File: src/rtl/ipsxb_fft_frame_ctrl.sv
// FFT input frame controller: post-reset hold-off, registered sample slice,
// per-frame tlast generation and zero-padding of flushed frames.
module ipsxb_fft_frame_ctrl #(
  parameter int LOG2_FFT_LEN = 8,
  parameter int DATA_WIDTH   = 32,
  parameter int INIT_CYCLES  = 16
) (
  input  logic                  i_clk,
  input  logic                  i_rst,
  input  logic [DATA_WIDTH-1:0] i_axi4s_data_tdata,
  input  logic                  i_axi4s_data_tvalid,
  output logic                  o_axi4s_data_tready,
  output logic [DATA_WIDTH-1:0] o_fft_data_tdata,
  output logic                  o_fft_data_tvalid,
  output logic                  o_fft_data_tlast,
  input  logic                  i_fft_data_tready,
  input  logic                  i_flush,
  output logic                  o_init_done,
  output logic                  o_pad_active,
  output logic [15:0]           o_frame_cnt
);

  typedef enum logic [1:0] {S_INIT, S_IDLE, S_RUN, S_PAD} state_t;

  localparam logic [LOG2_FFT_LEN-1:0] LAST_IDX  = {LOG2_FFT_LEN{1'b1}};
  localparam logic [15:0]             INIT_LAST = 16'(INIT_CYCLES - 1);

  state_t                  state;
  logic [LOG2_FFT_LEN-1:0] sample_cnt;
  logic [15:0]             init_cnt;
  logic                    slot_free;
  logic                    in_hs;
  logic                    last_idx;

  assign slot_free           = !o_fft_data_tvalid || i_fft_data_tready;
  assign o_axi4s_data_tready = ((state == S_IDLE) || (state == S_RUN)) && slot_free;
  assign in_hs               = i_axi4s_data_tvalid && o_axi4s_data_tready;
  assign last_idx            = (sample_cnt == LAST_IDX);

  always_ff @(posedge i_clk) begin
    if (i_rst) begin
      state             <= S_INIT;
      sample_cnt        <= '0;
      init_cnt          <= '0;
      o_fft_data_tdata  <= '0;
      o_fft_data_tvalid <= 1'b0;
      o_fft_data_tlast  <= 1'b0;
      o_init_done       <= 1'b0;
      o_pad_active      <= 1'b0;
      o_frame_cnt       <= '0;
    end else begin
      case (state)
        S_INIT: begin
          if (init_cnt == INIT_LAST) begin
            state       <= S_IDLE;
            o_init_done <= 1'b1;
          end else begin
            init_cnt <= init_cnt + 16'd1;
          end
        end

        S_IDLE: begin
          // Flush is meaningless between frames and is ignored here.
          if (in_hs) begin
            o_fft_data_tdata  <= i_axi4s_data_tdata;
            o_fft_data_tvalid <= 1'b1;
            o_fft_data_tlast  <= 1'b0;
            sample_cnt        <= sample_cnt + 1'b1;
            state             <= S_RUN;
          end else if (slot_free) begin
            o_fft_data_tvalid <= 1'b0;
            o_fft_data_tlast  <= 1'b0;
          end
        end

        S_RUN: begin
          if (in_hs) begin
            o_fft_data_tdata  <= i_axi4s_data_tdata;
            o_fft_data_tvalid <= 1'b1;
            o_fft_data_tlast  <= last_idx;
            if (last_idx) begin
              // A flush on the final sample is absorbed by normal completion.
              sample_cnt  <= '0;
              o_frame_cnt <= o_frame_cnt + 16'd1;
              state       <= S_IDLE;
            end else begin
              sample_cnt <= sample_cnt + 1'b1;
              if (i_flush) begin
                state        <= S_PAD;
                o_pad_active <= 1'b1;
              end
            end
          end else begin
            if (slot_free) begin
              o_fft_data_tvalid <= 1'b0;
              o_fft_data_tlast  <= 1'b0;
            end
            if (i_flush) begin
              state        <= S_PAD;
              o_pad_active <= 1'b1;
            end
          end
        end

        S_PAD: begin
          if (slot_free) begin
            o_fft_data_tdata  <= '0;
            o_fft_data_tvalid <= 1'b1;
            o_fft_data_tlast  <= last_idx;
            if (last_idx) begin
              sample_cnt   <= '0;
              o_frame_cnt  <= o_frame_cnt + 16'd1;
              o_pad_active <= 1'b0;
              state        <= S_IDLE;
            end else begin
              sample_cnt <= sample_cnt + 1'b1;
            end
          end
        end

        default: state <= S_INIT;
      endcase
    end
  end

endmodule

File: config.mk
export PLATFORM = sky130hd
export DESIGN_NAME = ipsxb_fft_frame_ctrl
export DESIGN_NICKNAME = d
export VERILOG_FILES = /design/src/rtl/ipsxb_fft_frame_ctrl.sv
export SDC_FILE = /design/constraint.sdc
export NUM_CORES = 1
export LEC_CHECK = 0
export BUFFER_PORTS_ARGS = -buffer_cell sky130_fd_sc_hd__buf_2
export CAP_MARGIN = 0
export CORE_MARGIN = 8
export CORE_UTILIZATION = 47
export CTS_CLUSTER_DIAMETER = 50
export DETAILED_ROUTE_END_ITERATION = 10
export GPL_ROUTABILITY_DRIVEN = 0
export PLACE_DENSITY = 0.75
export SYNTH_ARGS = -nofsm -noshare
export SYNTH_HDL_FRONTEND = slang
export SYNTH_SLANG_ARGS = --single-unit
File: constraint.sdc
create_clock -name i_clk -period 2.2 [get_ports i_clk]
set_input_delay 0.22 -clock i_clk [delete_from_list [all_inputs] [get_ports i_clk]]
set_output_delay 0.22 -clock i_clk [all_outputs]
set_load 0.02 [all_outputs]
### Yosys cells after proc, flatten, opt, wreduce, memory -nomap -nowiden

Index checks and enable logic that the tools add are counted.

* add/subtract/negate cells: 3
* equality and inequality tests: 13
* multiplexer cells: 35
* bitwise logic cells: 1
* reductions and logical operators: 19

Operator list (number)
* 2-to-1 mux 32 bit: 2
* case mux 32 bit (2 select lines): 1
* 2-to-1 mux 16 bit: 3
* adder 16 x 1 -> 16 bit, second input constant: 2
* 2-to-1 mux 8 bit: 4
* case mux 16 bit (2 select lines): 1
* case mux 8 bit (3 select lines): 1
* == test 16 x 4 -> 1 bit, second input constant: 1
* 2-to-1 mux 2 bit: 7
* 2-to-1 mux 1 bit: 12
* AND reduction 4 bit: 3
* != test 2 bit, second input constant: 5
* AND reduction 3 bit: 3
* adder 8 x 1 -> 8 bit, second input constant: 1
* == test 8 bit, second input constant: 1
* case mux 2 bit (4 select lines): 1
* AND reduction 2 bit: 3
* == test 2 bit, second input constant: 2
* case mux 1 bit (2 select lines): 2
* nonzero test 2 bit: 2
* != test 3 x 1 -> 1 bit, second input constant: 1
* != test 3 bit, second input constant: 1
* case mux 1 bit (3 select lines): 1
* nonzero test 3 bit: 1
* 8 further kinds: 10

* register bits after elaboration: 78
* output and inout port bits: 53
* word-level logic and storage cells: 80

### Logic depth before layout (Yosys ltp)

Gate-level depths: netlist (run 1).

* depth after elaboration: 6
* depth in mapped cells: 9
* mapped depth without buffers: 7

### Worst setup path after synthesis (run 1)

Ideal clock, no wire load.

* path kind: register -> register
* start point: reg state[0]
* end point: reg o_frame_cnt[15]
* data arrival time: 2093 ps
* required time: 2079 ps
* slack: -14 ps
* stages on the path, launching flop included: 9
* path buffers: 1
* clock period less this slack: 2214 ps
* path through: dfxtp_1 > inv_1 > ha_1 > and3_1 > o2111ai_1 > or2_2 > buf_2 > nor3_1 > mux2_2

* longest elaborated chain between the ends: 6
* elaborated cells between the ends (all ways): 11

RTL lines
* start, declared: RTL line 28 `state_t state;`
* start signal, assigned: RTL line 42 `state <= S_INIT;`
* start signal, assigned: RTL line 55 `state <= S_IDLE;`
* start signal, assigned: RTL line 69 `state <= S_RUN;`
* == test 2 x 1 -> 1 bit / == test 2 bit (equally long branches): RTL line 36, 52
* logical OR 1 bit: RTL line 36 `assign o_axi4s_data_tready = ((state == S_IDLE) || (state == S_RUN)) && slot_free;`
* logical AND 1 bit: RTL line 36
* logical AND 1 bit: RTL line 37 `assign in_hs = i_axi4s_data_tvalid && o_axi4s_data_tready;`
* != test 2 bit (no line)
* AND reduction 3 bit (no line)
* end signal, assigned: RTL line 84 `o_frame_cnt <= o_frame_cnt + 16'd1;`
* end signal, assigned: RTL line 112 `o_frame_cnt <= o_frame_cnt + 16'd1;`
* end, declared: RTL line 20 `output logic [15:0] o_frame_cnt`

Several ways; a longest one is shown, not always the timed one.
A chain may end at the register's enable or synchronous reset.

### Worst setup path after layout (run 1)

* start point: reg state[1]
* end point: reg o_frame_cnt[14]

The elaborated chain is that of the path after synthesis.

==> metrics.json, run 1 <==
{
  "outcome": {
    "status": "complete, no violations"
  },
  "place": {
    "pre_cts_slack_ns": 0.0267,
    "io_buffers": 89,
    "final_hpwl_dp_mm": 6.22,
    "placement.cell_area_sq_um": 4050,
    "numPlacedInstances": 590
  },
  "detailed_routing": {
    "dr.pass1.iters": 6,
    "drt_wl_total_mm": 8.34,
    "routed-via-count": 3171,
    "detail_route.drc_violations": 0,
    "wl_per_cell_um": 13.8,
    "ant_nets": 0,
    "route.detailed.vias_per_inst": 5.23,
    "detail_route.iter0.violations": 105
  },
  "floorplan": {
    "core_region_area_sq_um": 7180,
    "cell_rows": 31,
    "design.die.area_sq_um": 10400,
    "dieWidth_um": 102,
    "fp.dieH_um": 102,
    "initial_utilization": 0.482,
    "boundaryPins": 90
  },
  "sta": {
    "post-route-worst-setup-slack_ns": 0.102,
    "rsz0062_at_grt": "no",
    "worst_slew_margin_relative_to_its_limit": 0.705,
    "hold_violations_final": 0,
    "worst_hold_slack_ns": 0.136,
    "layout_worst_path_cycle_share": 0.953,
    "fmax_mhz": 477,
    "finalCriticalPeriod_ns": 2.10,
    "final.setup_skew_ns": 0.00925,
    "worst-slew-pin-transition_ns": 0.442,
    "setup-violations-final": 0,
    "fin_tns_setup_ns": 0,
    "timing_max_transition_violations_final": 0
  },
  "critical_path": {
    "timing.critical_path.to_type": "flop",
    "timing.critical_path.buf_inv": 1,
    "worst-setup-path-type": "reg -> reg",
    "delay_contributed_by_the_slowest_stage_of_the_critical_path_ns": 0.36,
    "crit_path_top_delay_cell": "sky130_fd_sc_hd__dfxtp_1",
    "required_ns": 2.43,
    "data_arrival_time_of_the_critical_path_ns": 2.32,
    "setup.worst_path.start_class": "flop",
    "cp_num_cells": 7,
    "worst-path-max-fanout": 10,
    "crit_chain": "inv_1 -> ha_4 -> and3_4 -> o2111ai_1 -> or2_4 -> nor3_1 -> mux2_2",
    "timing.critical_path.max_delay_family": "simple AND/OR/NAND/NOR gates",
    "r2r.worst_path.cells": 7
  },
  "clock_tree": {
    "cts.sink_count": 78,
    "ctsRootBufferMaster": "sky130_fd_sc_hd__clkbuf_8",
    "cts_tree": "built",
    "register_clock_pin_slew_on_the_reported_worst_setup_and_hold_paths_ns": 0.09,
    "cts_buffers": 9,
    "htreeDepth": 3,
    "worst_skew_pair.late_latency_ns": 0.34,
    "clockBufferDepth": 2
  },
  "synth": {
    "synth_warnings": 0,
    "async_flop_share": 0,
    "syn-instance-count": 415,
    "edff_count_synth": 0,
    "post_synth_net_total": 459,
    "synth.cell_area_sq_um": 3460,
    "ys_seq_elements": 78,
    "syn_avg_cell_area_sq_um": 8.34,
    "netlist-cell-type-count": 45,
    "top_flip_flop_cell_by_instance_count_after_synthesis": "sky130_fd_sc_hd__dfxtp_1",
    "synth-seq-area-share": 0.451
  },
  "global_route": {
    "grt_pass1_wl_mm": 13.5,
    "antenna_found_initial": 0,
    "total_grt_usage": 0.158,
    "grt_overflow": 0,
    "via_count_of_the_first_global_routing_pass": 2980,
    "pin_count_of_the_biggest_net_entering_global_routing": 33
  },
  "hold_path": {
    "whs_path_depth": 3,
    "worstHoldPathType": "in -> reg"
  },
  "power_and_ir_drop": {
    "p_per_area_nw_per_um2": 1080,
    "power.leakage_nw": 1.73,
    "finalPower_mw": 4.62,
    "vdd_ir_drop_max_mv": 0.401
  },
  "cells_and_area": {
    "final_layout_size_suffix_gt1_frac": 0.258,
    "design_area_sq_um": 4270,
    "instances_no_fill": 606,
    "layout_commonest_cell": "sky130_fd_sc_hd__buf_2",
    "area_growth_pct": 23.4,
    "layout.cells.most_common_list": "sky130_fd_sc_hd__buf_2 (89), sky130_fd_sc_hd__dfxtp_1 (78), sky130_fd_sc_hd__nand2_1 (48)",
    "nNetsFinal": 546,
    "post-route-util": 0.595,
    "antennaDiodeCount": 0,
    "filler_cell_count": 655
  },
  "job": {
    "max_cap_viol_count": 0
  }
}
where the power goes:
group          internal, mW  switching, mW  leakage (nW)
combinational         0.664           1.11         0.998
sequential             1.63          0.117         0.632
clock                 0.542          0.557         0.103
total                  2.84           1.78          1.73
final cells by class:
type	count	area [sq um]	area share
multi-input cells	304	1810	0.423
flip-flops and latches	78	1560	0.366
repair buffers	100	541	0.127
clock buffers	9	124	0.0290
well taps	99	124	0.0290
clock inverters	7	80.1	0.0188
inverters	9	33.8	0.00791
sequential cells by signal (all words and copies together) (netlist names):
register           count
o_fft_data_tvalid      1
o_fft_data_tdata      32
o_frame_cnt           16
o_pad_active           1
o_init_done            1
init_cnt              16
sample_cnt             8
o_fft_data_tlast       1
state                  2
tightest hold or removal path, cell delays in order:
cell,delay [ns]
sky130_fd_sc_hd__buf_2,0.09
sky130_fd_sc_hd__nand3_1,0.07
sky130_fd_sc_hd__a21oi_1,0.06
cells in the mapped netlist (2+ instances only):
cell type | n | share of area
sky130_fd_sc_hd__nand2_1 | 48 | 0.052
sky130_fd_sc_hd__a211oi_1 | 2 | 0.0043
sky130_fd_sc_hd__nor4b_1 | 2 | 0.0051
sky130_fd_sc_hd__nor4_1 | 6 | 0.011
sky130_fd_sc_hd__mux2_2 | 2 | 0.0065
sky130_fd_sc_hd__a31o_2 | 2 | 0.0051
sky130_fd_sc_hd__and3_1 | 4 | 0.0072
sky130_fd_sc_hd__and2_1 | 6 | 0.011
sky130_fd_sc_hd__a31oi_1 | 2 | 0.0036
sky130_fd_sc_hd__or4_1 | 3 | 0.0065
sky130_fd_sc_hd__o21ai_0 | 10 | 0.014
sky130_fd_sc_hd__or2_2 | 3 | 0.0054
sky130_fd_sc_hd__mux2i_1 | 3 | 0.0087
sky130_fd_sc_hd__nor3_1 | 9 | 0.013
sky130_fd_sc_hd__nor2b_1 | 6 | 0.011
sky130_fd_sc_hd__buf_1 | 2 | 0.0022
sky130_fd_sc_hd__xor2_1 | 11 | 0.028
sky130_fd_sc_hd__ha_1 | 7 | 0.025
sky130_fd_sc_hd__and4_1 | 3 | 0.0076
sky130_fd_sc_hd__buf_2 | 2 | 0.0029
sky130_fd_sc_hd__dfxtp_1 | 78 | 0.45
sky130_fd_sc_hd__nand4_1 | 12 | 0.022
sky130_fd_sc_hd__o2111ai_1 | 2 | 0.0051
sky130_fd_sc_hd__or3_1 | 4 | 0.0072
sky130_fd_sc_hd__a21oi_1 | 43 | 0.062
sky130_fd_sc_hd__xnor2_1 | 18 | 0.046
sky130_fd_sc_hd__inv_1 | 8 | 0.0087
sky130_fd_sc_hd__clkbuf_1 | 20 | 0.022
sky130_fd_sc_hd__nand2b_1 | 2 | 0.0036
sky130_fd_sc_hd__nand3_1 | 39 | 0.056
sky130_fd_sc_hd__nor2_1 | 42 | 0.046
timing repair:
item	4_1_cts	5_1_grt
setup buffers	0	0
gates resized for setup	0	3
setup endpoints to repair	0	6
hold buffers	0	0
routing by layer:
metal | track usage | up-vias | part of all wire
met5 | 0 | - | 0
met4 | 0.0711 | 0 | 0.013
met3 | 0.0368 | 12 | 0.070
met2 | 0.270 | 75 | 0.48
met1 | 0.184 | 1465 | 0.44
li1 | - | 1619 | -
logic make-up (layout without fill, tap and decap cells):
group | count (synthesis) | in the layout | synth area share
and+or+nand+nor | 193 | 193 | 0.274
DFF | 78 | 78 | 0.451
AOI/OAI and AO/OA | 70 | 70 | 0.124
buffers and inverters | 33 | 125 | 0.0365
xor gates and xnor gates | 29 | 29 | 0.0734
adders and majority gates | 7 | 7 | 0.0253
muxes | 5 | 5 | 0.0152
worst paths after layout:
check,endpoint,startpoint,slack [ns]
max reg2reg,o_frame_cnt[14],state[1],0.10
min reg2reg,o_fft_data_tdata[20],o_fft_data_tdata[20],0.45
min,o_fft_data_tdata[4],i_axi4s_data_tdata[4],0.14
max,o_frame_cnt[14],state[1],0.10
Power figures use the tool's default switching activity.
==> run 2: changes to the inputs <==
--- a/config.mk
+++ b/config.mk
@@ -5,14 +5,17 @@
 export SDC_FILE = /design/constraint.sdc
 export NUM_CORES = 1
 export LEC_CHECK = 0
+export ABC_AREA = 1
 export BUFFER_PORTS_ARGS = -buffer_cell sky130_fd_sc_hd__buf_2
 export CAP_MARGIN = 0
 export CORE_MARGIN = 8
-export CORE_UTILIZATION = 47
+export CORE_UTILIZATION = 49
+export CTS_BUF_LIST = sky130_fd_sc_hd__clkbuf_8 sky130_fd_sc_hd__clkbuf_16
 export CTS_CLUSTER_DIAMETER = 50
 export DETAILED_ROUTE_END_ITERATION = 10
 export GPL_ROUTABILITY_DRIVEN = 0
-export PLACE_DENSITY = 0.75
+export PLACE_DENSITY = 0.77
 export SYNTH_ARGS = -nofsm -noshare
 export SYNTH_HDL_FRONTEND = slang
 export SYNTH_SLANG_ARGS = --single-unit
+export TNS_END_PERCENT = 100
==> run 2 against run 1 <==
Compared with the run above: critical path depth unchanged; critical path type unchanged; largest cell class unchanged; area after synthesis rose by 11%; hold slack worse by 0.023 ns; clock power about the same; via count up 22%; non-clock buffer count shrank 3; register-to-register slack gained 0.07 ns; sequential power grew 4%.
==> metrics.json, run 2 <==
{
  "floorplan": {
    "dieWidth": {"value": 104, "unit": "um", "change": "was 102 um"},
    "boundaryPins": {"value": 90, "change": "unchanged"},
    "fp.dieH": {"value": 104, "unit": "um", "change": "was 102 um"},
    "cell_rows": {"value": 32, "change": "was 31"},
    "core_region_area": {"value": 7650, "unit": "sq um", "change": "was 7180 sq um"},
    "initial_utilization": {"value": 0.501, "change": "was 0.482"},
    "design.die.area": {"value": 10900, "unit": "sq um", "change": "was 10400 sq um"}
  },
  "synth": {
    "synth-seq-area-share": {"value": 0.407, "change": "was 0.451"},
    "yosysTopAreaCell": {"value": "sky130_fd_sc_hd__dfxtp_1", "change": "unchanged"},
    "ys_seq_elements": {"value": 78, "change": "unchanged"},
    "netlist-cell-type-count": {"value": 31, "change": "was 45"},
    "syn-instance-count": {"value": 555, "change": "was 415"},
    "synth.cell_area": {"value": 3830, "unit": "sq um", "change": "was 3460 sq um"},
    "main_combinational_cell_family_by_area_after_synthesis": {"value": "simple AND/OR/NAND/NOR gates", "change": "unchanged"},
    "synth-compound-area-share": {"value": 0.129, "change": "was 0.124"},
    "async_flop_share": {"value": 0, "change": "unchanged"},
    "top_flip_flop_cell_by_instance_count_after_synthesis": {"value": "sky130_fd_sc_hd__dfxtp_1", "change": "unchanged"},
    "synth-simple-area-share": {"value": 0.336, "change": "was 0.274"},
    "netlist.area_leader.share": {"value": 0.407, "change": "was 0.451"},
    "post_synth_net_total": {"value": 599, "change": "was 459"},
    "synthMostInstantiatedCell": {"value": "sky130_fd_sc_hd__nand2_1", "change": "was sky130_fd_sc_hd__dfxtp_1"},
    "post_synth_fa_ha_maj_area_fraction": {"value": 0.0229, "change": "was 0.0253"},
    "synth_warnings": {"value": 0, "change": "unchanged"},
    "post_synth_main_area_contributors": {"value": "sky130_fd_sc_hd__dfxtp_1 (41%), sky130_fd_sc_hd__nand2_1 (14%), sky130_fd_sc_hd__nand3_1 (8.0%), sky130_fd_sc_hd__a21oi_1 (7.8%), sky130_fd_sc_hd__nor2_1 (5.6%)", "change": "was sky130_fd_sc_hd__dfxtp_1 (45%), sky130_fd_sc_hd__a21oi_1 (6.2%), sky130_fd_sc_hd__nand3_1 (5.6%), sky130_fd_sc_hd__nand2_1 (5.2%), sky130_fd_sc_hd__nor2_1 (4.6%)"},
    "edff_count_synth": {"value": 0, "change": "unchanged"},
    "synthTopCellsByCount": {"value": "sky130_fd_sc_hd__nand2_1 (147), sky130_fd_sc_hd__dfxtp_1 (78), sky130_fd_sc_hd__nand3_1 (61)", "change": "was sky130_fd_sc_hd__dfxtp_1 (78), sky130_fd_sc_hd__nand2_1 (48), sky130_fd_sc_hd__a21oi_1 (43)"},
    "mux_contribution_to_synthesized_area": {"value": 0, "change": "was 0.0152"},
    "synth_xor_area_frac": {"value": 0.0137, "change": "was 0.0734"},
    "syn_avg_cell_area": {"value": 6.91, "unit": "sq um", "change": "was 8.34 sq um"}
  },
  "global_route": {
    "antenna_found_initial": {"value": 0, "change": "unchanged"},
    "pin_count_of_the_biggest_net_entering_global_routing": {"value": 46, "change": "was 33"},
    "grt-busiest-layer": {"value": "met2", "change": "unchanged"},
    "use_met3": {"value": 0.0700, "change": "was 0.0368"},
    "global_route.usage.met1": {"value": 0.193, "change": "was 0.184"},
    "grt_pass1_wl": {"value": 16.4, "unit": "mm", "change": "was 13.5 mm"},
    "total_grt_usage": {"value": 0.177, "change": "was 0.158"},
    "via_count_of_the_first_global_routing_pass": {"value": 3790, "change": "was 2980"},
    "use_met2": {"value": 0.291, "change": "was 0.270"},
    "grt_overflow": {"value": 0, "change": "unchanged"}
  },
  "power_and_ir_drop": {
    "power.clock.fraction": {"value": 0.224, "change": "was 0.238"},
    "cellInternalPower": {"value": 2.87, "unit": "mW", "change": "was 2.84 mW"},
    "power.leakage": {"value": 1.92, "unit": "nW", "change": "was 1.73 nW"},
    "power_frac_seq": {"value": 0.366, "change": "was 0.378"},
    "netSwitchingPower": {"value": 2.08, "unit": "mW", "change": "was 1.78 mW"},
    "finalPower": {"value": 4.96, "unit": "mW", "change": "was 4.62 mW"},
    "p_per_area": {"value": 1090, "unit": "nW/um^2", "change": "was 1080 nW/um^2"},
    "vdd_ir_drop_max": {"value": 0.925, "unit": "mV", "change": "was 0.401 mV"},
    "power.share.combinational": {"value": 0.409, "change": "was 0.384"},
    "switching_share": {"value": 0.420, "change": "was 0.386"}
  },
  "detailed_routing": {
    "drt_wl_total": {"value": 9.56, "unit": "mm", "change": "was 8.34 mm"},
    "detail_route.iter0.violations": {"value": 155, "change": "was 105"},
    "routed-via-count": {"value": 3858, "change": "was 3171"},
    "dr.pass1.iters": {"value": 6, "change": "unchanged"},
    "wl_per_cell": {"value": 12.8, "unit": "um", "change": "was 13.8 um"},
    "ant_nets": {"value": 0, "change": "unchanged"},
    "route.detailed.vias_per_inst": {"value": 5.15, "change": "was 5.23"},
    "detail_route.drc_violations": {"value": 0, "change": "unchanged"}
  },
  "sta": {
    "worst_slew_margin_relative_to_its_limit": {"value": 0.624, "change": "was 0.705"},
    "rsz0062_at_grt": {"value": "no", "change": "unchanged"},
    "layout_worst_path_cycle_share": {"value": 0.920, "change": "was 0.953"},
    "timing_max_transition_violations_final": {"value": 0, "change": "unchanged"},
    "fin_tns_setup": {"value": 0, "unit": "ns", "change": "unchanged"},
    "hold_violations_final": {"value": 0, "change": "unchanged"},
    "worst-slew-pin-transition": {"value": 0.564, "unit": "ns", "change": "was 0.442 ns"},
    "finalCriticalPeriod": {"value": 2.02, "unit": "ns", "change": "was 2.10 ns"},
    "setup-violations-final": {"value": 0, "change": "unchanged"},
    "final.setup_skew": {"value": 0.0109, "unit": "ns", "change": "was 0.00925 ns"},
    "fmax": {"value": 494, "unit": "MHz", "change": "was 477 MHz"},
    "post-route-worst-setup-slack": {"value": 0.177, "unit": "ns", "change": "was 0.102 ns"}
  },
  "critical_path": {
    "crit_path_top_delay_cell": {"value": "sky130_fd_sc_hd__ha_1", "change": "was sky130_fd_sc_hd__dfxtp_1"},
    "data_arrival_time_of_the_critical_path": {"value": 2.31, "unit": "ns", "change": "was 2.32 ns"},
    "worst-path-max-fanout": {"value": 23, "change": "was 10"},
    "required": {"value": 2.49, "unit": "ns", "change": "was 2.43 ns"},
    "setup.worst_path.start_class": {"value": "flop", "change": "unchanged"},
    "timing.critical_path.buf_inv": {"value": 2, "change": "was 1"},
    "delay_contributed_by_the_slowest_stage_of_the_critical_path": {"value": 0.44, "unit": "ns", "change": "was 0.36 ns"},
    "timing.critical_path.max_delay_family": {"value": "compound AO/OA/AOI/OAI gates", "change": "was simple AND/OR/NAND/NOR gates"},
    "crit_chain": {"value": "inv_1 -> ha_1 -> nand3_4 -> a21oi_4 -> buf_6 -> nand3_1 -> a21oi_1", "change": "was inv_1 -> ha_4 -> and3_4 -> o2111ai_1 -> or2_4 -> nor3_1 -> mux2_2"},
    "worst-setup-path-type": {"value": "reg -> reg", "change": "unchanged"},
    "timing.critical_path.to_type": {"value": "flop", "change": "unchanged"}
  },
  "cells_and_area": {
    "filler_cell_count": {"value": 746, "change": "was 655"},
    "area_growth": {"value": 18.2, "unit": "%", "change": "was 23.4%"},
    "final_layout_size_suffix_gt1_frac": {"value": 0.195, "change": "was 0.258"},
    "antennaDiodeCount": {"value": 0, "change": "unchanged"},
    "max_ffs_per_register": {"value": 32, "change": "unchanged"},
    "layout_commonest_cell": {"value": "sky130_fd_sc_hd__nand2_1", "change": "was sky130_fd_sc_hd__buf_2"},
    "nNetsFinal": {"value": 686, "change": "was 546"},
    "largest-register": {"value": "o_fft_data_tdata", "change": "unchanged"},
    "top_regs": {"value": "o_fft_data_tdata x32, init_cnt x16, o_frame_cnt x16", "change": "unchanged"},
    "instances_no_fill": {"value": 749, "change": "was 606"},
    "layout.cells.most_common_list": {"value": "sky130_fd_sc_hd__nand2_1 (147), sky130_fd_sc_hd__buf_2 (89), sky130_fd_sc_hd__dfxtp_1 (78)", "change": "was sky130_fd_sc_hd__buf_2 (89), sky130_fd_sc_hd__dfxtp_1 (78), sky130_fd_sc_hd__nand2_1 (48)"}
  },
  "place": {
    "io_buffers": {"value": 89, "change": "unchanged"},
    "pre_cts_slack": {"value": 0.149, "unit": "ns", "change": "was 0.0267 ns"},
    "numPlacedInstances": {"value": 729, "change": "was 590"},
    "final_hpwl_dp": {"value": 6.98, "unit": "mm", "change": "was 6.22 mm"}
  },
  "clock_tree": {
    "cts.sink_count": {"value": 78, "change": "unchanged"},
    "cts_buffers": {"value": 9, "change": "unchanged"},
    "cts_tree": {"value": "built", "change": "unchanged"},
    "htreeDepth": {"value": 3, "change": "unchanged"},
    "register_clock_pin_slew_on_the_reported_worst_setup_and_hold_paths": {"value": 0.09, "unit": "ns", "change": "about the same"},
    "ctsRootBufferMaster": {"value": "sky130_fd_sc_hd__clkbuf_8", "change": "unchanged"},
    "clockBufferDepth": {"value": 2, "change": "unchanged"},
    "hold_buffers": {"value": 0, "change": "unchanged"},
    "worst_skew_pair.late_latency": {"value": 0.36, "unit": "ns", "change": "was 0.34 ns"}
  },
  "hold_path": {
    "worstHoldPathType": {"value": "in -> reg", "change": "unchanged"}
  },
  "outcome": {
    "status": {"value": "complete, no violations", "change": "unchanged"}
  },
  "job": {
    "max_cap_viol_count": {"value": 0, "change": "unchanged"}
  }
}
-- run 2: cell count changes after synthesis, moves of 8 or more --
cell / change
sky130_fd_sc_hd__buf_6: +8
sky130_fd_sc_hd__nand3_1: +22
sky130_fd_sc_hd__o21ai_0: +9
sky130_fd_sc_hd__nand2_1: +99
sky130_fd_sc_hd__xnor2_1: -17
sky130_fd_sc_hd__clkbuf_1: -11
sky130_fd_sc_hd__a21oi_1: +17
sky130_fd_sc_hd__inv_1: +43
sky130_fd_sc_hd__nor2_1: +15
-- run 2: final cells by class --
| cell class | instances | area [sq um] | share of cell area |
|---|---|---|---|
| Sequential cell | 78 | 1560 | 0.345 |
| Inverter | 53 | 204 | 0.0450 |
| Timing Repair Buffer | 97 | 509 | 0.112 |
| Clock buffer | 9 | 124 | 0.0273 |
| Multi-Input combinational cell | 403 | 1920 | 0.425 |
| Tap cell | 102 | 128 | 0.0282 |
| Clock inverter | 7 | 80.1 | 0.0177 |
-- run 2: routing by layer --
| layer | vias to the layer above | wire [um] |
|---|---|---|
| met4 | 0 | 150 |
| met3 | 19 | 814 |
| met2 | 108 | 4550 |
| met1 | 1750 | 4050 |
| met5 | - | 0 |
| li1 | 1981 | - |
-- run 2: what timing repair did --
item / 4_1_cts / 5_1_grt
endpoints found under the setup margin: 0 / 30
resized for setup: 0 / 3
setup buffers: 0 / 4
-- run 2: path summary, 6_finish.rpt --
path	from	to	slack (ns)	cells past startpoint
min reg2reg	o_pad_active	o_pad_active	0.46	2
min	i_axi4s_data_tdata[7]	o_fft_data_tdata[7]	0.11	3
max reg2reg	state[0]	o_fft_data_tdata[13]	0.18	7
max	state[0]	o_fft_data_tdata[13]	0.18	7
-- run 2: worst register-to-register path: stages (launching register included) --
cell and delay [ns]:
sky130_fd_sc_hd__dfxtp_1 0.39, sky130_fd_sc_hd__inv_1 0.10, sky130_fd_sc_hd__ha_1 0.44, sky130_fd_sc_hd__nand3_4 0.18, sky130_fd_sc_hd__a21oi_4 0.36, sky130_fd_sc_hd__buf_6 0.25, sky130_fd_sc_hd__nand3_1 0.09, sky130_fd_sc_hd__a21oi_1 0.15
-- run 2: kinds of logic (layout without fill, tap and decap cells) --
kind of cell               count (synthesis)  in the layout
DFF                                       78             78
AOI/OAI and AO/OA                         91             91
adders and majority gates                  7              7
buffers and inverters                     74            166
xor gates and xnor gates                   6              6
and+or+nand+nor                          299            299
-- run 2: per-stage QoR --
| step | hold WS [ns] | util | area, sq um |
|---|---|---|---|
| floorplan | 0.380 | - | 3830 |
| CTS | 0.0972 | 0.588 | 4490 |
| finish | 0.113 | 0.592 | 4530 |
| detailed placement | 0.449 | 0.561 | 4290 |
| global placement | 0.449 | 0.561 | 4290 |
| global route | 0.104 | 0.592 | 4530 |
-- run 2: power by group through the flow --
| stage | Sequential, mW | Combinational (mW) | Clock, mW |
|---|---|---|---|
| floorplan | 2.06 | 1.38 | 0 |
| global placement | 1.84 | 1.87 | 0 |
| detailed placement | 1.84 | 1.93 | 0 |
| CTS | 1.82 | 1.93 | 1.14 |
| global route | 1.85 | 2.26 | 1.20 |
| finish | 1.82 | 2.03 | 1.11 |
==> run 3: changes to the inputs <==
--- a/config.mk
+++ b/config.mk
@@ -9,12 +9,12 @@
 export BUFFER_PORTS_ARGS = -buffer_cell sky130_fd_sc_hd__buf_2
 export CAP_MARGIN = 0
 export CORE_MARGIN = 8
-export CORE_UTILIZATION = 49
+export CORE_UTILIZATION = 58
 export CTS_BUF_LIST = sky130_fd_sc_hd__clkbuf_8 sky130_fd_sc_hd__clkbuf_16
 export CTS_CLUSTER_DIAMETER = 50
 export DETAILED_ROUTE_END_ITERATION = 10
 export GPL_ROUTABILITY_DRIVEN = 0
-export PLACE_DENSITY = 0.77
+export PLACE_DENSITY = 0.85
 export SYNTH_ARGS = -nofsm -noshare
 export SYNTH_HDL_FRONTEND = slang
 export SYNTH_SLANG_ARGS = --single-unit
==> constraint.sdc (replaced) <==
create_clock -name i_clk -period 2.5 [get_ports i_clk]
set_input_delay 0.25 -clock i_clk [delete_from_list [all_inputs] [get_ports i_clk]]
set_output_delay 0.25 -clock i_clk [all_outputs]
set_load 0.02 [all_outputs]
==> run 3 against run 2 <==
Compared with the run above: sequential power is 12% lower; die area is 13% lower; core utilization is 11 points higher; critical path depth stayed put; combinational power is 17% lower; non-clock buffer count is 4 lower; fmax is 1.1% lower; worst setup slack better by 0.28 ns; cell count is 3.9% lower; highest routed layer unchanged; clock-buffer cell count stayed put; routed wire length is 2.0% lower; flip-flop and latch count stayed put.
==> metrics.json, run 3 (synthesized netlist as in run 2, its figures left out) <==
{
  "power_and_ir_drop": {
    "vdd_ir_drop_max": {"value": 0.884, "unit": "mV", "change": "was 0.925 mV"},
    "switching_share": {"value": 0.425, "change": "was 0.420"},
    "power.clock.fraction": {"value": 0.229, "change": "was 0.224"},
    "cellInternalPower": {"value": 2.45, "unit": "mW", "change": "was 2.87 mW"},
    "power.share.combinational": {"value": 0.396, "change": "was 0.409"},
    "power.leakage": {"value": 1.90, "unit": "nW", "change": "was 1.92 nW"},
    "p_per_area": {"value": 956, "unit": "nW/um^2", "change": "was 1090 nW/um^2"},
    "power_frac_seq": {"value": 0.375, "change": "was 0.366"},
    "netSwitchingPower": {"value": 1.81, "unit": "mW", "change": "was 2.08 mW"}
  },
  "cells_and_area": {
    "antennaDiodeCount": {"value": 0, "change": "unchanged"},
    "final_layout_size_suffix_gt1_frac": {"value": 0.190, "change": "was 0.195"},
    "max_ffs_per_register": {"value": 32, "change": "unchanged"},
    "largest-register": {"value": "o_fft_data_tdata", "change": "unchanged"},
    "top_regs": {"value": "o_fft_data_tdata x32, init_cnt x16, o_frame_cnt x16", "change": "unchanged"},
    "layout.cells.most_common_list": {"value": "sky130_fd_sc_hd__nand2_1 (147), sky130_fd_sc_hd__buf_2 (89), sky130_fd_sc_hd__dfxtp_1 (78)", "change": "unchanged"},
    "nNetsFinal": {"value": 682, "change": "was 686"},
    "area_growth": {"value": 16.4, "unit": "%", "change": "was 18.2%"},
    "design_area": {"value": 4460, "unit": "sq um", "change": "was 4530 sq um"},
    "layout_commonest_cell": {"value": "sky130_fd_sc_hd__nand2_1", "change": "unchanged"}
  },
  "critical_path": {
    "data_arrival_time_of_the_critical_path": {"value": 2.34, "unit": "ns", "change": "was 2.31 ns"},
    "worst-setup-path-type": {"value": "reg -> reg", "change": "unchanged"},
    "reg2reg_from": {"value": "state[1]", "change": "was state[0]"},
    "timing.critical_path.to_type": {"value": "flop", "change": "unchanged"},
    "timing.critical_path.buf_inv": {"value": 2, "change": "unchanged"},
    "delay_contributed_by_the_slowest_stage_of_the_critical_path": {"value": 0.43, "unit": "ns", "change": "was 0.44 ns"},
    "required": {"value": 2.79, "unit": "ns", "change": "was 2.49 ns"},
    "crit_chain": {"value": "inv_1 -> ha_1 -> nand3_4 -> a21oi_4 -> buf_4 -> nand3_1 -> a21oi_1", "change": "was inv_1 -> ha_1 -> nand3_4 -> a21oi_4 -> buf_6 -> nand3_1 -> a21oi_1"},
    "crit_path_top_delay_cell": {"value": "sky130_fd_sc_hd__ha_1", "change": "unchanged"},
    "timing.critical_path.max_delay_family": {"value": "compound AO/OA/AOI/OAI gates", "change": "unchanged"},
    "setup.worst_path.start_class": {"value": "flop", "change": "unchanged"},
    "cp-startpoint": {"value": "state[1]", "change": "was state[0]"},
    "worst-path-max-fanout": {"value": 24, "change": "was 23"}
  },
  "sta": {
    "fin_tns_setup": {"value": 0, "unit": "ns", "change": "unchanged"},
    "timing_max_transition_violations_final": {"value": 0, "change": "unchanged"},
    "hold_violations_final": {"value": 0, "change": "unchanged"},
    "setup-violations-final": {"value": 0, "change": "unchanged"},
    "final.setup_skew": {"value": 0.0103, "unit": "ns", "change": "was 0.0109 ns"},
    "rsz0062_at_grt": {"value": "no", "change": "unchanged"},
    "fmax": {"value": 489, "unit": "MHz", "change": "was 494 MHz"},
    "worst_slew_margin_relative_to_its_limit": {"value": 0.675, "change": "was 0.624"},
    "layout_worst_path_cycle_share": {"value": 0.818, "change": "was 0.920"},
    "finalCriticalPeriod": {"value": 2.05, "unit": "ns", "change": "was 2.02 ns"},
    "worst-slew-pin-transition": {"value": 0.487, "unit": "ns", "change": "was 0.564 ns"}
  },
  "floorplan": {
    "fp.dieH": {"value": 97.3, "unit": "um", "change": "was 104 um"},
    "core_region_area": {"value": 6390, "unit": "sq um", "change": "was 7650 sq um"},
    "cell_rows": {"value": 29, "change": "was 32"},
    "dieWidth": {"value": 97.3, "unit": "um", "change": "was 104 um"},
    "design.die.area": {"value": 9460, "unit": "sq um", "change": "was 10900 sq um"},
    "boundaryPins": {"value": 90, "change": "unchanged"},
    "initial_utilization": {"value": 0.600, "change": "was 0.501"}
  },
  "place": {
    "placement.cell_area": {"value": 4260, "unit": "sq um", "change": "was 4290 sq um"},
    "io_buffers": {"value": 89, "change": "unchanged"},
    "final_hpwl_dp": {"value": 6.88, "unit": "mm", "change": "was 6.98 mm"}
  },
  "global_route": {
    "total_grt_usage": {"value": 0.195, "change": "was 0.177"},
    "grt_pass1_wl": {"value": 16.0, "unit": "mm", "change": "was 16.4 mm"},
    "via_count_of_the_first_global_routing_pass": {"value": 3706, "change": "was 3790"},
    "antenna_found_initial": {"value": 0, "change": "unchanged"},
    "pin_count_of_the_biggest_net_entering_global_routing": {"value": 46, "change": "unchanged"},
    "grt_overflow": {"value": 0, "change": "unchanged"}
  },
  "clock_tree": {
    "htreeDepth": {"value": 3, "change": "unchanged"},
    "hold_buffers": {"value": 0, "change": "unchanged"},
    "cts_buffers": {"value": 9, "change": "unchanged"},
    "ctsRootBufferMaster": {"value": "sky130_fd_sc_hd__clkbuf_8", "change": "unchanged"},
    "cts.sink_count": {"value": 78, "change": "unchanged"},
    "cts_tree": {"value": "built", "change": "unchanged"},
    "worst_skew_pair.late_latency": {"value": 0.36, "unit": "ns", "change": "about the same"},
    "register_clock_pin_slew_on_the_reported_worst_setup_and_hold_paths": {"value": 0.09, "unit": "ns", "change": "about the same"},
    "ctsResizeCount": {"value": 0, "change": "unchanged"},
    "clockBufferDepth": {"value": 2, "change": "unchanged"},
    "post_cts_buffers": {"value": 0, "change": "unchanged"}
  },
  "detailed_routing": {
    "routed-via-count": {"value": 3862, "change": "was 3858"},
    "dr.pass1.iters": {"value": 4, "change": "was 6"},
    "wl_per_cell": {"value": 13.0, "unit": "um", "change": "was 12.8 um"},
    "ant_nets": {"value": 0, "change": "unchanged"},
    "drt_wl_total": {"value": 9.37, "unit": "mm", "change": "was 9.56 mm"},
    "detail_route.iter0.violations": {"value": 137, "change": "was 155"},
    "detail_route.drc_violations": {"value": 0, "change": "unchanged"},
    "route.detailed.vias_per_inst": {"value": 5.36, "change": "was 5.15"}
  },
  "outcome": {
    "status": {"value": "complete, no violations", "change": "unchanged"}
  },
  "job": {
    "max_cap_viol_count": {"value": 0, "change": "unchanged"}
  },
  "hold_path": {
    "worstHoldPathType": {"value": "in -> reg", "change": "unchanged"},
    "startpoint_of_the_tightest_hold_check_path": {"value": "i_axi4s_data_tdata[22]", "change": "was i_axi4s_data_tdata[7]"}
  }
}
run 3: changes by cell type in the layout (fill, tap and decap cells not counted), sizes merged:
cell,change
buf,-4
run 3: cell type report:
cell class	instances	area, sq um
fillers	566	1930
multi-input cells	403	1920
flip-flops and latches	78	1560
repair buffers	93	475
inverters	53	201
clock buffers	9	124
well taps	77	96.3
clock inverters	7	77.6
run 3: path summary, 6_finish.rpt:
| path | endpoint | slack, ns | depth (start not counted) |
|---|---|---|---|
| worst min-delay path | o_fft_data_tdata[22] | 0.15 | 3 |
| worst max register to register | o_fft_data_tdata[19] | 0.45 | 7 |
| worst max-delay path | o_fft_data_tdata[19] | 0.45 | 7 |
| worst min register to register | o_pad_active | 0.46 | 2 |
run 3: power by group through the flow:
stage          clock (mW)  combinational (mW)  sequential [mW]
6_report            0.976                1.69             1.60
5_1_grt              1.04                1.88             1.62
4_1_cts             0.986                1.70             1.60
3_5_place_dp            0                1.69             1.62
3_3_place_gp            0                1.64             1.61
2_1_floorplan           0                1.22             1.81
run 3: per-layer routing:
layer	wire length, um	vias up	share of wire	track usage
li1	-	1962	-	-
met1	4070	1771	0.43	0.217
met2	4370	108	0.47	0.328
met3	710	21	0.076	0.0654
met4	217	0	0.023	0.0944
met5	0	-	0	0
run 3: metrics by stage:
stage          setup slack, ns  cells  power (mW)  hold slack [ns]  utilization
2_1_floorplan            0.816    555        3.03            0.410            -
3_3_place_gp             0.588    704        3.25            0.439        0.667
3_5_place_dp             0.488    704        3.31            0.449        0.667
4_1_cts                  0.453    720        4.28            0.139        0.698
5_1_grt                  0.231    720        4.55            0.140        0.698
6_report                 0.455    720        4.26            0.145        0.698
run 3: worst register-to-register path: stages (launching register included):
cell and delay (ns):
sky130_fd_sc_hd__dfxtp_1 0.40, sky130_fd_sc_hd__inv_1 0.10, sky130_fd_sc_hd__ha_1 0.43, sky130_fd_sc_hd__nand3_4 0.17, sky130_fd_sc_hd__a21oi_4 0.30, sky130_fd_sc_hd__buf_4 0.31, sky130_fd_sc_hd__nand3_1 0.12, sky130_fd_sc_hd__a21oi_1 0.16
